`src/rtl/tile_spawner.sv`:
```
// tile_spawner: paces LFSR-driven tile spawn events (lane + sequence number) into a small FIFO
// drained over valid/ready. Build macro TILE_SPAWN_NO_REPEAT_EN enables lane repeat avoidance.
module tile_spawner #(
    parameter int LANES    = 4,
    parameter int DEPTH    = 4,
    parameter int PERIOD_W = 8,
    parameter int SEQ_W    = 8
) (
    input  logic                     clk,
    input  logic                     reset,
    input  logic                     start,
    input  logic                     stop,
    input  logic                     tick,
    input  logic [PERIOD_W-1:0]      period,
    input  logic [2:0]               random,
    output logic                     tile_valid,
    input  logic                     tile_ready,
    output logic [$clog2(LANES)-1:0] tile_lane,
    output logic [SEQ_W-1:0]         tile_seq,
    output logic                     running,
    output logic                     overflow,
    output logic [7:0]               drop_count
);
    localparam int LW = $clog2(LANES);
    localparam int AW = $clog2(DEPTH);
    localparam int EW = LW + SEQ_W;
    localparam logic [AW:0] FULL_COUNT = (AW+1)'(DEPTH);

    typedef enum logic {IDLE, RUN} state_t;

    state_t              state;
    logic [PERIOD_W-1:0] timer;
    logic [PERIOD_W-1:0] reload;
    logic [LW-1:0]       last_lane;
    logic [LW-1:0]       base_lane;
    logic [LW-1:0]       spawn_lane;
    logic [SEQ_W-1:0]    seq;
    logic [EW-1:0]       mem [DEPTH];
    logic [AW-1:0]       wr_ptr;
    logic [AW-1:0]       rd_ptr;
    logic [AW:0]         count;
    logic                full;
    logic                pop;
    logic                push;
    logic                spawn;
    logic                unused_bits;

    // A zero period behaves like one, so the reload value is max(period,1)-1.
    assign reload = (period == '0) ? '0 : period - 1'b1;

    // Stop wins over a timer-zero tick, so the spawn is suppressed.
    assign spawn = (state == RUN) && !stop && tick && (timer == '0);

    assign base_lane = random[LW-1:0];
`ifdef TILE_SPAWN_NO_REPEAT_EN
    assign spawn_lane = (base_lane == last_lane) ? base_lane + 1'b1 : base_lane;
`else
    assign spawn_lane = base_lane;
`endif
    assign unused_bits = &{1'b0, random, last_lane};

    assign tile_valid = (count != '0);
    assign full       = (count == FULL_COUNT);
    assign pop        = tile_valid && tile_ready;
    assign push       = spawn && (!full || pop);
    assign {tile_lane, tile_seq} = mem[rd_ptr];

    always_ff @(posedge clk) begin
        if (reset) begin
            state   <= IDLE;
            running <= 1'b0;
            timer   <= '0;
        end else begin
            case (state)
                IDLE: begin
                    if (start && !stop) begin
                        state   <= RUN;
                        running <= 1'b1;
                        timer   <= reload;
                    end
                end
                RUN: begin
                    if (stop) begin
                        state   <= IDLE;
                        running <= 1'b0;
                    end else if (tick) begin
                        timer <= (timer == '0) ? reload : timer - 1'b1;
                    end
                end
                default: begin
                    state   <= IDLE;
                    running <= 1'b0;
                end
            endcase
        end
    end

    always_ff @(posedge clk) begin
        if (reset) begin
            last_lane  <= '0;
            seq        <= '0;
            wr_ptr     <= '0;
            rd_ptr     <= '0;
            count      <= '0;
            overflow   <= 1'b0;
            drop_count <= '0;
        end else begin
            if (spawn) begin
                last_lane <= spawn_lane;
            end
            if (push) begin
                wr_ptr <= wr_ptr + 1'b1;
                seq    <= seq + 1'b1;
            end
            if (pop) begin
                rd_ptr <= rd_ptr + 1'b1;
            end
            if (push && !pop) begin
                count <= count + 1'b1;
            end else if (pop && !push) begin
                count <= count - 1'b1;
            end
            if (spawn && !push) begin
                overflow <= 1'b1;
                if (drop_count != 8'hFF) begin
                    drop_count <= drop_count + 1'b1;
                end
            end
        end
    end

    // Storage needs no reset; entries are only visible through count.
    always_ff @(posedge clk) begin
        if (push) begin
            mem[wr_ptr] <= {spawn_lane, seq};
        end
    end

endmodule

```
`config.mk`:
```
export PLATFORM = sky130hd
export DESIGN_NAME = tile_spawner
export DESIGN_NICKNAME = d
export VERILOG_FILES = /design/src/rtl/tile_spawner.sv
export SDC_FILE = /design/constraint.sdc
export NUM_CORES = 1
export LEC_CHECK = 0
export ABC_AREA = 1
export CAP_MARGIN = 0
export CORE_AREA = 2 2 67 132
export CTS_CLUSTER_DIAMETER = 30
export DETAILED_ROUTE_END_ITERATION = 10
export DIE_AREA = 0 0 69 134
export GPL_TIMING_DRIVEN = 0
export SYNTH_ARGS = -nofsm -noshare
export SYNTH_HDL_FRONTEND = slang
export SYNTH_SLANG_ARGS = --single-unit
export TNS_END_PERCENT = 20
```
`constraint.sdc`:
```
create_clock -name clk -period 3.1 [get_ports clk]
set_input_delay 0.62 -clock clk [delete_from_list [all_inputs] [get_ports clk]]
set_output_delay 0.62 -clock clk [all_outputs]
set_load 0.01 [all_outputs]
```
# Word level (Yosys, flattened, before mapping)
# Memory sizes are Yosys's and may differ from the RTL's. A register that Yosys moved wholly into a read port is not among the register bits.
# Index checks and enable logic that the tools add are counted.
[totals] in_bits=17 mem_bits_rw=40 reg_bits=34 out_inout_bits=21 elab_cells=64 n_memories=1
[classes] n_eq_ne=6 addsub=8 reduce_logical=21 n_mux=18 bitwise=1
[memory_table] memory="mem" words=4 width=10 rd=1 rd_clocked_by_memory_dff=1 write_ports=1 line="38" source="logic [EW-1:0] mem [DEPTH];"
[op_table] op="$mux W8" n=5
[op_table] op="$add A8 B1 Y8 const B" n=2
[op_table] op="$logic_not A8 Y1" n=2
[op_table] op="$pmux W8 S2" n=1
[op_table] op="$sub A8 B1 Y8 const B" n=2
[op_table] op="$logic_and A1 B1 Y1" n=9
[op_table] op="$ne A2 B2 Y1 const B" n=4
[op_table] op="$ne A8 B8 Y1 const B" n=1
[op_table] op="$mux W1" n=6
[op_table] op="$mux W3" n=2
[op_table] op="$add A2 B1 Y2 const B" n=2
[op_table] op="$logic_not A1 Y1" n=4
[op_table] op="$mux W2" n=2
[op_table] op="$pmux W1 S2" n=2
[op_table] op="$reduce_and A2 Y1" n=2
[op_table] op="$add A3 B1 Y3 const B" n=1
[op_table] op="$eq A3 B3 Y1 const B" n=1
[op_table] op="$reduce_and A3 Y1" n=1
[op_table] op="$reduce_bool A3 Y1" n=1
[op_table] op="$sub A3 B1 Y3 const B" n=1
[op_table] op="$reduce_bool A2 Y1" n=1
[op_table] op="$logic_or A1 B1 Y1" n=1
[op_table] op="$not A1 Y1" n=1

# Longest topological paths before layout
# Gate-level depths: netlist of the first run.
[depth] ltp_word=9 ltp_mapped=15 ltp_nobuf=14

# Worst setup path after synthesis of the first run
# Ideal clock, no wire load.
[synth_timing] kind="input to register" startpoint="input port stop" endpoint="register count[2]" path_slack_ns=0.841 n_path_buf=1 setup_ns=0.070 stages=14 arrival_ns=2.190 required_ns=3.030 path_cell_list="inv_1 nand2_1 nor2_4 nand2_4 nor2_4 buf_4 ha_1 inv_1 fa_1 nor2_1 nor2_1 nand2_1 o21ai_0 a21oi_1"
[synth_via] elab_chain_cells=8 elab_cells_between_ends=10 classes_between="mux (1); reduce/logical (9)"
[synth_rtl] element="start, declared" line="12" source="input logic stop,"
[synth_rtl] element="$logic_not A1 Y1 *" line="52" source="assign spawn = (state == RUN) && !stop && tick && (timer == '0);"
[synth_rtl] element="$logic_and A1 B1 Y1 * (3 in series)" line="52"
[synth_rtl] element="$logic_and A1 B1 Y1 *" line="65" source="assign push = spawn && (!full || pop);"
[synth_rtl] element="via push" line="44" source="logic push;"
[synth_rtl] element="$logic_not A1 Y1" line="120" source="end else if (pop && !push) begin"
[synth_rtl] element="$logic_and A1 B1 Y1" line="120"
[synth_rtl] element="$reduce_bool A2 Y1 (no line)"
[synth_rtl] element="end signal, assigned" line="119" source="count <= count + 1'b1;"
[synth_rtl] element="end signal, assigned" line="121" source="count <= count - 1'b1;"
[synth_rtl] element="end, declared" line="41" source="logic [AW:0] count;"
# The timed path passes the listed nets; every way through them passes the cells marked *.
# A chain may end at the register's enable or synchronous reset.

==> summary.txt, run 1 <==
Outcome
  – Status: finished clean

Power
  – PD cells: 611 nW/µm²
  – Leakage Power: 1.65 nW
  – Max VDD drop: roughly 0.43 mV

Drt
  – Drt pass-1 iters: 6
  – Initial drt markers: ~130
  – Vias post-DR: 2886
  – Final WL: 8.01 mm
  – Vias per Instance: 5.21
  – Post-route DRC: 0
  – DR WL/cell: 14.5 µm
  – Final ANT Viol Nets: 0

STA
  – Period utilization: 87.8%
  – Final hold vios: 0
  – Slew Limit Headroom: 33.4%
  – Max Clock Freq: 368 MHz
  – Fin. max-slew vios: 0
  – RSZ-0062 raised after global routing: no
  – Final Setup Violations: 0
  – Clock Skew: 4.67 ps
  – Min cycle time layout: 2720 ps
  – Slew @ Worst Pin: 996 ps
  – Setup TNS: 0 ps

Critical path
  – CP delay by family, top: buffers and inverters
  – Worst R2R Start: timer[0]
  – CP max stage delay: 570 ps
  – Endpoint class of the critical path: output pin
  – FF-to-FF End: count[2]
  – Crit start category: flip-flop
  – Largest fanout on the critical path: 10
  – Setup CP Type: reg2out
  – Crit path arrival time: 2100 ps
  – R2r setup slk: between 700 and 800 ps
  – CP bufs+invs: 2
  – CP required: 2480 ps
  – Reg2Reg Depth: 15
  – Slowest cell on crit path: clkdlybuf4s50_1
  – CP cell instances: clkbuf_1 -> o21ai_0 -> o22ai_1 -> clkdlybuf4s50_1

Clocking
  – Post_cts resized: 0
  – H-tree depth: 3
  – Inserted Clock Buffers: 9
  – Post-CTS Hold Fix Bufs: 0
  – Clk sinks: 76
  – Post-CTS setup buffers: 0
  – CTS clk-pin slew, worst paths: ~60 ps
  – Latest clock arrival within the worst-skew pair: roughly 330 ps
  – Bufs on Longest Clock Path: 2
  – CTS tree: yes
  – Root Driver: clkbuf_16

Placement
  – Area post-placement: 4110 µm²
  – PortBufs: 36
  – Final GP Congestion: 0.822
  – Detailed Place HPWL: 5.94 mm

Synthesis
  – Yosys top cell area share: 33.1%
  – EDFF count, synth: 40
  – Count leader, synth: nand2_1
  – Synthesized Nets: roughly 430
  – Biggest area consumer among synthesized cells: edfxtp_1
  – #FFs+latches synth: 76
  – Post-synthesis sequential area ratio: between 50% and 60%
  – Cells after Synth: ~400
  – Mapped Area: roughly 3600 µm²
  – Yosys warns: 0
  – Syn avg cell area: about 9 µm²
  – Top cells by area, synth: edfxtp_1, dfxtp_1, nand2_1, nor2_1, o21ai_0
  – Post-synth top cells: nand2_1, nor2_1, o21ai_0
  – Post-synth cell types: 30
  – Synth async-reset ratio: 0%
  – Ys flop type: edfxtp_1

Die
  – Die Ht: 134 µm
  – Full die area: 9250 µm²
  – Die extent in x: 69 µm
  – Starting Density: 44.1%
  – IO Pins: 38
  – Core Box Area: between 8000 and 9000 µm²
  – Std cell rows: between 40 and 50

Worst hold path
  – HP Class: reg2reg
  – Worst hold endpoint: overflow
  – Hold path startpoint: overflow
  – Cells on Worst Hold Path: 1

Finish
  – Area delta synth->final: 20.6%
  – Fin area: 4370 µm²
  – Layout cell share with drive strength beyond 1: 6.80%
  – Inserted Diodes: 0
  – Nets: 480

Global route
  – Vias in the first global route: 2786
  – Grt total ovfl: 0
  – Largest net degree at the start of global routing: 14
  – Overall routing resource usage: approximately 18%
  – First-pass GRT wire length: 13.3 mm
  – Initial antenna violation count: 0

Job
  – Max-cap violation count: 0
[sequential cells by signal (all words and copies together), names as in the netlist, named ones only]
name / count
seq: 8
timer: 8
mem: 40
running: 1
overflow: 1
count: 3
state: 1
wr_ptr: 2
rd_ptr: 2
drop_count: 8
[cell type report]
cell class | instances | area (µm²)
clock buffers | 11 | 233
plain buffers | 10 | 42.5
inverters | 42 | 158
flip-flops and latches | 76 | 1920
repair buffers | 36 | 360
well taps | 98 | 123
fillers | 793 | 3860
clock inverters | 5 | 30.0
multi-input cells | 276 | 1510
[kinds of logic after synthesis]
| kind of cell | count (synthesis) | share of synthesized area [%] |
|---|---|---|
| flops | 76 | 53.0 |
| compound gates | 89 | 13.0 |
| fa+ha+maj | 12 | 4.34 |
| buf+inv | 52 | 5.52 |
| xor+xnor | 10 | 2.41 |
| simple gates | 165 | 21.8 |
[layer usage]
layer	GRT usage (%)	routed length [µm]	up-vias	part of all wire, %
li1	-	-	1460	-
met1	17.1	2910	1365	36
met2	36.7	4680	47	58
met3	3.38	215	14	2.7
met4	8.17	210	0	2.6
met5	0	0	-	0
[power breakdown]
part / total (mW) / switching (mW) / internal, mW
combinational: 0.611 / 0.356 / 0.255
sequential: 1.13 / 0.0341 / 1.09
clock: 0.932 / 0.396 / 0.536
total: 2.67 / 0.786 / 1.89
[placed cells by master, fill, tap and decap left out, types with 2 or more instances in the layout]
master,count
nor2_8,2
clkbuf_1,10
nand3_1,23
clkdlybuf4s50_1,36
dfxtp_1,36
edfxtp_1,40
clkinvlp_4,3
nand2_1,61
o21ai_2,2
xnor2_1,3
xor2_1,7
nand4_1,6
a21oi_1,29
ha_1,11
nor3_1,2
clkinv_1,2
o21a_1,2
clkbuf_16,9
o22ai_1,10
nand3_2,2
nor2_1,58
nor2_4,4
inv_1,41
o21ai_1,3
nand2_4,4
o21ai_0,42
[how the worst max path moves through the flow]
stage	end	slack, ps	depth (start not counted)
CTS	tile_seq[1]	380	4
floorplan	count[2]	840	14
detailed placement	mem[0][9]	190	5
finish	tile_seq[1]	380	4
global route	tile_seq[1]	270	4
global placement	mem[3][9]	210	5
[stage by stage]
stage / util, % / worst slack (ps) / std cells / power, mW / hold slack, ps
2_1_floorplan: - / 841 / 404 / 1.51 / 436
3_5_place_dp: 49.9 / 193 / 538 / 1.77 / 459
6_report: 53.1 / 379 / 554 / 2.67 / 473
3_3_place_gp: 49.9 / 210 / 538 / 1.75 / 454
5_1_grt: 53.1 / 269 / 554 / 2.80 / 492
4_1_cts: 53.1 / 384 / 554 / 2.70 / 478
Power figures use the tool's default switching activity.
==> run 2, diff against run 1 <==
--- a/config.mk
+++ b/config.mk
@@ -12,6 +12,7 @@
 export DETAILED_ROUTE_END_ITERATION = 10
 export DIE_AREA = 0 0 69 134
 export GPL_TIMING_DRIVEN = 0
+export RECOVER_POWER = 50
 export SYNTH_ARGS = -nofsm -noshare
 export SYNTH_HDL_FRONTEND = slang
 export SYNTH_SLANG_ARGS = --single-unit
==> summary.txt, run 2 (synthesis gave the netlist of run 1 again) <==
STA
  – Fin. max-slew vios: 0
  – Min cycle time layout: roughly 2700 ps
  – Setup TNS: 0 ps
  – Final hold vios: 0
  – Final Setup Violations: 0
  – Period utilization: between 80% and 90%
  – Slew Limit Headroom: 32.2%
  – Slew @ Worst Pin: 1010 ps
  – Final hold slack: 471 ps
  – Max Clock Freq: 366 MHz
  – Clock Skew: 4.37 ps
  – RSZ-0062 raised after global routing: no

Critical path
  – Instance count on the critical path: 6
  – CP required: 3060 ps
  – CP max stage delay: 880 ps
  – Crit start category: input pin
  – Slowest cell on crit path: nor2_1
  – Setup CP Type: in2reg
  – Reg2Reg Depth: 6
  – Endpoint class of the critical path: flip-flop
  – R2r setup slk: 680 ps
  – Crit path arrival time: 2690 ps
  – CP delay by family, top: simple AND/OR/NAND/NOR gates
  – Crit path to: mem[3][0]
  – Largest fanout on the critical path: 10
  – CP bufs+invs: 2
  – Worst R2R Start: timer[0]
  – CP startpoint: stop
  – CP cell instances: dlygate4sd3_1 -> inv_1 -> nand2_1 -> nor2_4 -> nand3_1 -> nor2_1
  – FF-to-FF End: mem[3][0]

Clocking
  – Post-CTS setup buffers: 0
  – Post_cts resized: 0
  – CTS clk-pin slew, worst paths: 60 ps
  – Post-CTS Hold Fix Bufs: 0
  – Bufs on Longest Clock Path: 2
  – Inserted Clock Buffers: 9
  – Latest clock arrival within the worst-skew pair: roughly 340 ps
  – CTS tree: yes
  – Clk sinks: 76
  – H-tree depth: 3
  – Root Driver: clkbuf_16

Drt
  – Initial drt markers: 123
  – DR WL/cell: 14.5 µm
  – Post-route DRC: 0
  – Vias per Instance: 5.24
  – Final WL: 8.05 mm
  – Final ANT Viol Nets: 0
  – Vias post-DR: 2905
  – Drt pass-1 iters: 7

Finish
  – Layout fillers: 801
  – Nets: between 400 and 500
  – Layout cell share with drive strength beyond 1: 5.48%
  – Top reg by flops: mem
  – Layout Cells excl Fill: 554
  – Area delta synth->final: 19.4%
  – Leading cell type in the layout, fill and taps excluded: nand2_1
  – Max reg flops: 40
  – Fin util: 52.6%
  – Inserted Diodes: 0
  – Most frequent cells in the layout: nand2_1, nor2_1, o21ai_0, inv_1, edfxtp_1

Worst hold path
  – Hold path startpoint: overflow
  – HP Class: reg2reg
  – Cells on Worst Hold Path: 1

Global route
  – Vias in the first global route: approximately 2800
  – Initial antenna violation count: 0
  – Largest net degree at the start of global routing: 14
  – Overall routing resource usage: 18.2%
  – Grt total ovfl: 0
  – First-pass GRT wire length: 13.3 mm

Power
  – PD cells: roughly 600 nW/µm²
  – Leakage Power: 1.63 nW
  – Max VDD drop: 0.431 mV
  – Overall Power: 2.66 mW

Die
  – IO Pins: 38
  – Std cell rows: 47
  – Full die area: 9250 µm²
  – Die extent in x: between 60 and 70 µm
  – Starting Density: 44.1%
  – Die Ht: 134 µm
  – Core Box Area: 8230 µm²

Placement
  – # placed instances: 538
  – Detailed Place HPWL: about 5.9 mm
  – PortBufs: 36
  – Final GP Congestion: 0.822

Outcome
  – Status: finished clean

Job
  – Max-cap violation count: 0
-- run 2: cell type report --
| class | count | area [µm²] | area share [%] |
|---|---|---|---|
| well taps | 98 | 123 | 2.83 |
| plain buffers | 10 | 41.3 | 0.953 |
| multi-input cells | 276 | 1470 | 33.8 |
| flip-flops and latches | 76 | 1920 | 44.4 |
| clock buffers | 11 | 233 | 5.37 |
| inverters | 42 | 158 | 3.64 |
| repair buffers | 36 | 360 | 8.32 |
| clock inverters | 5 | 30.0 | 0.693 |
-- run 2: through the flow --
step	area, µm²	setup slack (ps)
after floorplan	3630	841
after global routing	4330	151
final	4330	368
after detailed placement	4110	193
after global placement	4110	210
after CTS	4370	384
-- run 2: report_power, final --
group | switching, mW | leakage [nW] | internal, mW | total [mW]
logic | 0.349 | 0.860 | 0.252 | 0.601
registers | 0.0342 | 0.650 | 1.09 | 1.13
clock network | 0.398 | 0.117 | 0.536 | 0.934
total | 0.781 | 1.63 | 1.88 | 2.66
-- run 2: worst min-delay path by stage --
stage | to | slack (ps)
floorplan | flip-flop | 440
global placement | overflow | 450
detailed placement | overflow | 460
CTS | overflow | 480
global route | rd_ptr[1] | 490
finish | overflow | 470
-- run 2: worst reg2reg max path: cells and delay by family, from the launching register on --
kind,cells,cell delay (ps)
simple gates,4,1410
flops,1,320
buf+inv,1,100
fa+ha+maj,1,200
-- run 2: per-layer routing --
layer	vias to the layer above	track usage [%]	routed length [µm]
met2	62	36.7	4630
met3	15	3.38	275
li1	1457	-	-
met5	-	0	0
met1	1371	17.1	2930
met4	0	8.17	214
==> run 3, diff against run 2 <==
--- a/config.mk
+++ b/config.mk
@@ -8,6 +8,7 @@
 export ABC_AREA = 1
 export CAP_MARGIN = 0
 export CORE_AREA = 2 2 67 132
+export CTS_BUF_LIST = sky130_fd_sc_hd__clkbuf_8
 export CTS_CLUSTER_DIAMETER = 30
 export DETAILED_ROUTE_END_ITERATION = 10
 export DIE_AREA = 0 0 69 134
==> summary.txt, run 3 (synthesis gave the netlist of run 1 again) <==
Placement
  – Area post-placement: between 4000 and 5000 µm²
  – PortBufs: 36
  – Dpl ws: around 190 ps
  – # placed instances: 538
  – Final GP Congestion: 0.822
  – Detailed Place HPWL: ~5.9 mm

Finish
  – Fin util: about half
  – Fin area: 4240 µm²
  – Inserted Diodes: 0
  – Layout Cells excl Fill: 554
  – Area delta synth->final: 16.8%
  – Most frequent cells in the layout: nand2_1, nor2_1, o21ai_0, inv_1, edfxtp_1
  – Layout cell share with drive strength beyond 1: around 5.7%
  – Leading cell type in the layout, fill and taps excluded: nand2_1
  – Top reg by flops: mem
  – Nets: between 400 and 500
  – Max reg flops: 40
  – Layout fillers: 813

STA
  – Min cycle time layout: 2740 ps
  – Period utilization: slightly below 90%
  – Max Clock Freq: 365 MHz
  – Final Setup Violations: 0
  – RSZ-0062 raised after global routing: no
  – Slew @ Worst Pin: 1020 ps
  – Final WS setup: 362 ps
  – Final hold slack: 472 ps
  – Final hold vios: 0
  – Fin. max-slew vios: 0
  – Slew Limit Headroom: about a third
  – Clock Skew: 5.90 ps
  – Setup TNS: 0 ps

Drt
  – Post-route DRC: 0
  – Drt pass-1 iters: 4
  – DR WL/cell: 14.5 µm
  – Initial drt markers: roughly 160
  – Vias post-DR: 2906
  – Final ANT Viol Nets: 0
  – Vias per Instance: 5.25
  – Final WL: 8.04 mm

Worst hold path
  – HP Class: reg2reg

Clocking
  – Post_cts resized: 0
  – Post-CTS setup buffers: 0
  – Root Driver: clkbuf_8
  – H-tree depth: 3
  – Inserted Clock Buffers: 9
  – Latest clock arrival within the worst-skew pair: ~350 ps
  – CTS tree: yes
  – Bufs on Longest Clock Path: 2
  – Clk sinks: 76
  – CTS clk-pin slew, worst paths: about 80 ps
  – Post-CTS Hold Fix Bufs: 0

Power
  – Gate power share: 25.4%
  – Leakage Power: 1.58 nW
  – Seq pwr share: 47.6%
  – Max VDD drop: 0.275 mV
  – Clock power share: between 20% and 30%
  – P_int: 1.62 mW
  – Net Switching: 0.745 mW
  – Sw Ratio: 31.5%
  – PD cells: 559 nW/µm²
  – Overall Power: 2.37 mW

Critical path
  – CP delay by family, top: buffers and inverters
  – CP max stage delay: approximately 570 ps
  – Slowest cell on crit path: clkdlybuf4s50_1
  – Crit path arrival time: 2120 ps
  – CP cell instances: clkbuf_1 -> o21ai_0 -> o22ai_1 -> clkdlybuf4s50_1
  – Largest fanout on the critical path: 10
  – Setup CP Type: reg2out
  – Crit start category: flip-flop
  – CP bufs+invs: 2
  – Endpoint class of the critical path: output pin
  – CP required: 2480 ps

Global route
  – Vias in the first global route: between 2000 and 3000
  – Grt total ovfl: 0
  – First-pass GRT wire length: 13.3 mm
  – Largest net degree at the start of global routing: 14
  – Initial antenna violation count: 0
  – Overall routing resource usage: 18.4%

Outcome
  – Status: finished clean

Die
  – Die Ht: 134 µm
  – Core Box Area: 8230 µm²
  – Starting Density: 44.1%
  – Die extent in x: around 69 µm
  – Full die area: 9250 µm²
  – Std cell rows: 47
  – IO Pins: 38

Job
  – Max-cap violation count: 0
==> run 3: changes by cell type in the layout (fill, tap and decap cells not counted) <==
cell	before	now
o21ai_0	44	45
clkdlybuf4s50_1	28	30
clkbuf_8	0	9
nand3_1	24	23
inv_1	41	43
clkbuf_1	11	9
clkbuf_16	9	0
o21ai_1	2	1
nand3_2	1	2
dlygate4sd3_1	8	6
==> run 3: per-layer routing <==
layer / up-vias / global-route usage (%) / part of all wire, %
li1: 1458 / - / -
met3: 13 / 4.28 / 3.1
met2: 59 / 37.0 / 59
met5: - / 0 / 0
met4: 0 / 7.84 / 2.4
met1: 1376 / 17.0 / 36
==> run 3: power groups by stage <==
stage	registers [mW]	logic (mW)	clock network, mW
2_1_floorplan	1.14	0.370	0
3_3_place_gp	1.15	0.601	0
3_5_place_dp	1.15	0.616	0
4_1_cts	1.13	0.619	0.657
5_1_grt	1.13	0.672	0.701
6_report	1.13	0.601	0.641
==> run 3: area by class of cell <==
| type | count | area [µm²] | area share (%) |
|---|---|---|---|
| sequential | 76 | 1920 | 45.4 |
| multi-input combinational | 276 | 1470 | 34.7 |
| buffer | 10 | 41.3 | 0.975 |
| clock buffer | 9 | 124 | 2.92 |
| tap | 98 | 123 | 2.89 |
| timing repair buffer | 36 | 360 | 8.51 |
| inverter | 42 | 158 | 3.72 |
| clock inverter | 7 | 37.5 | 0.886 |
==> run 3: path summary, 6_finish.rpt <==
kind	from	cells past startpoint	endpoint	slack, ps
max reg2reg	timer[0]	15	count[2]	820
min reg2reg	overflow	1	overflow	470
min	overflow	1	overflow	470
max	flip-flop	4	tile_seq[1]	360
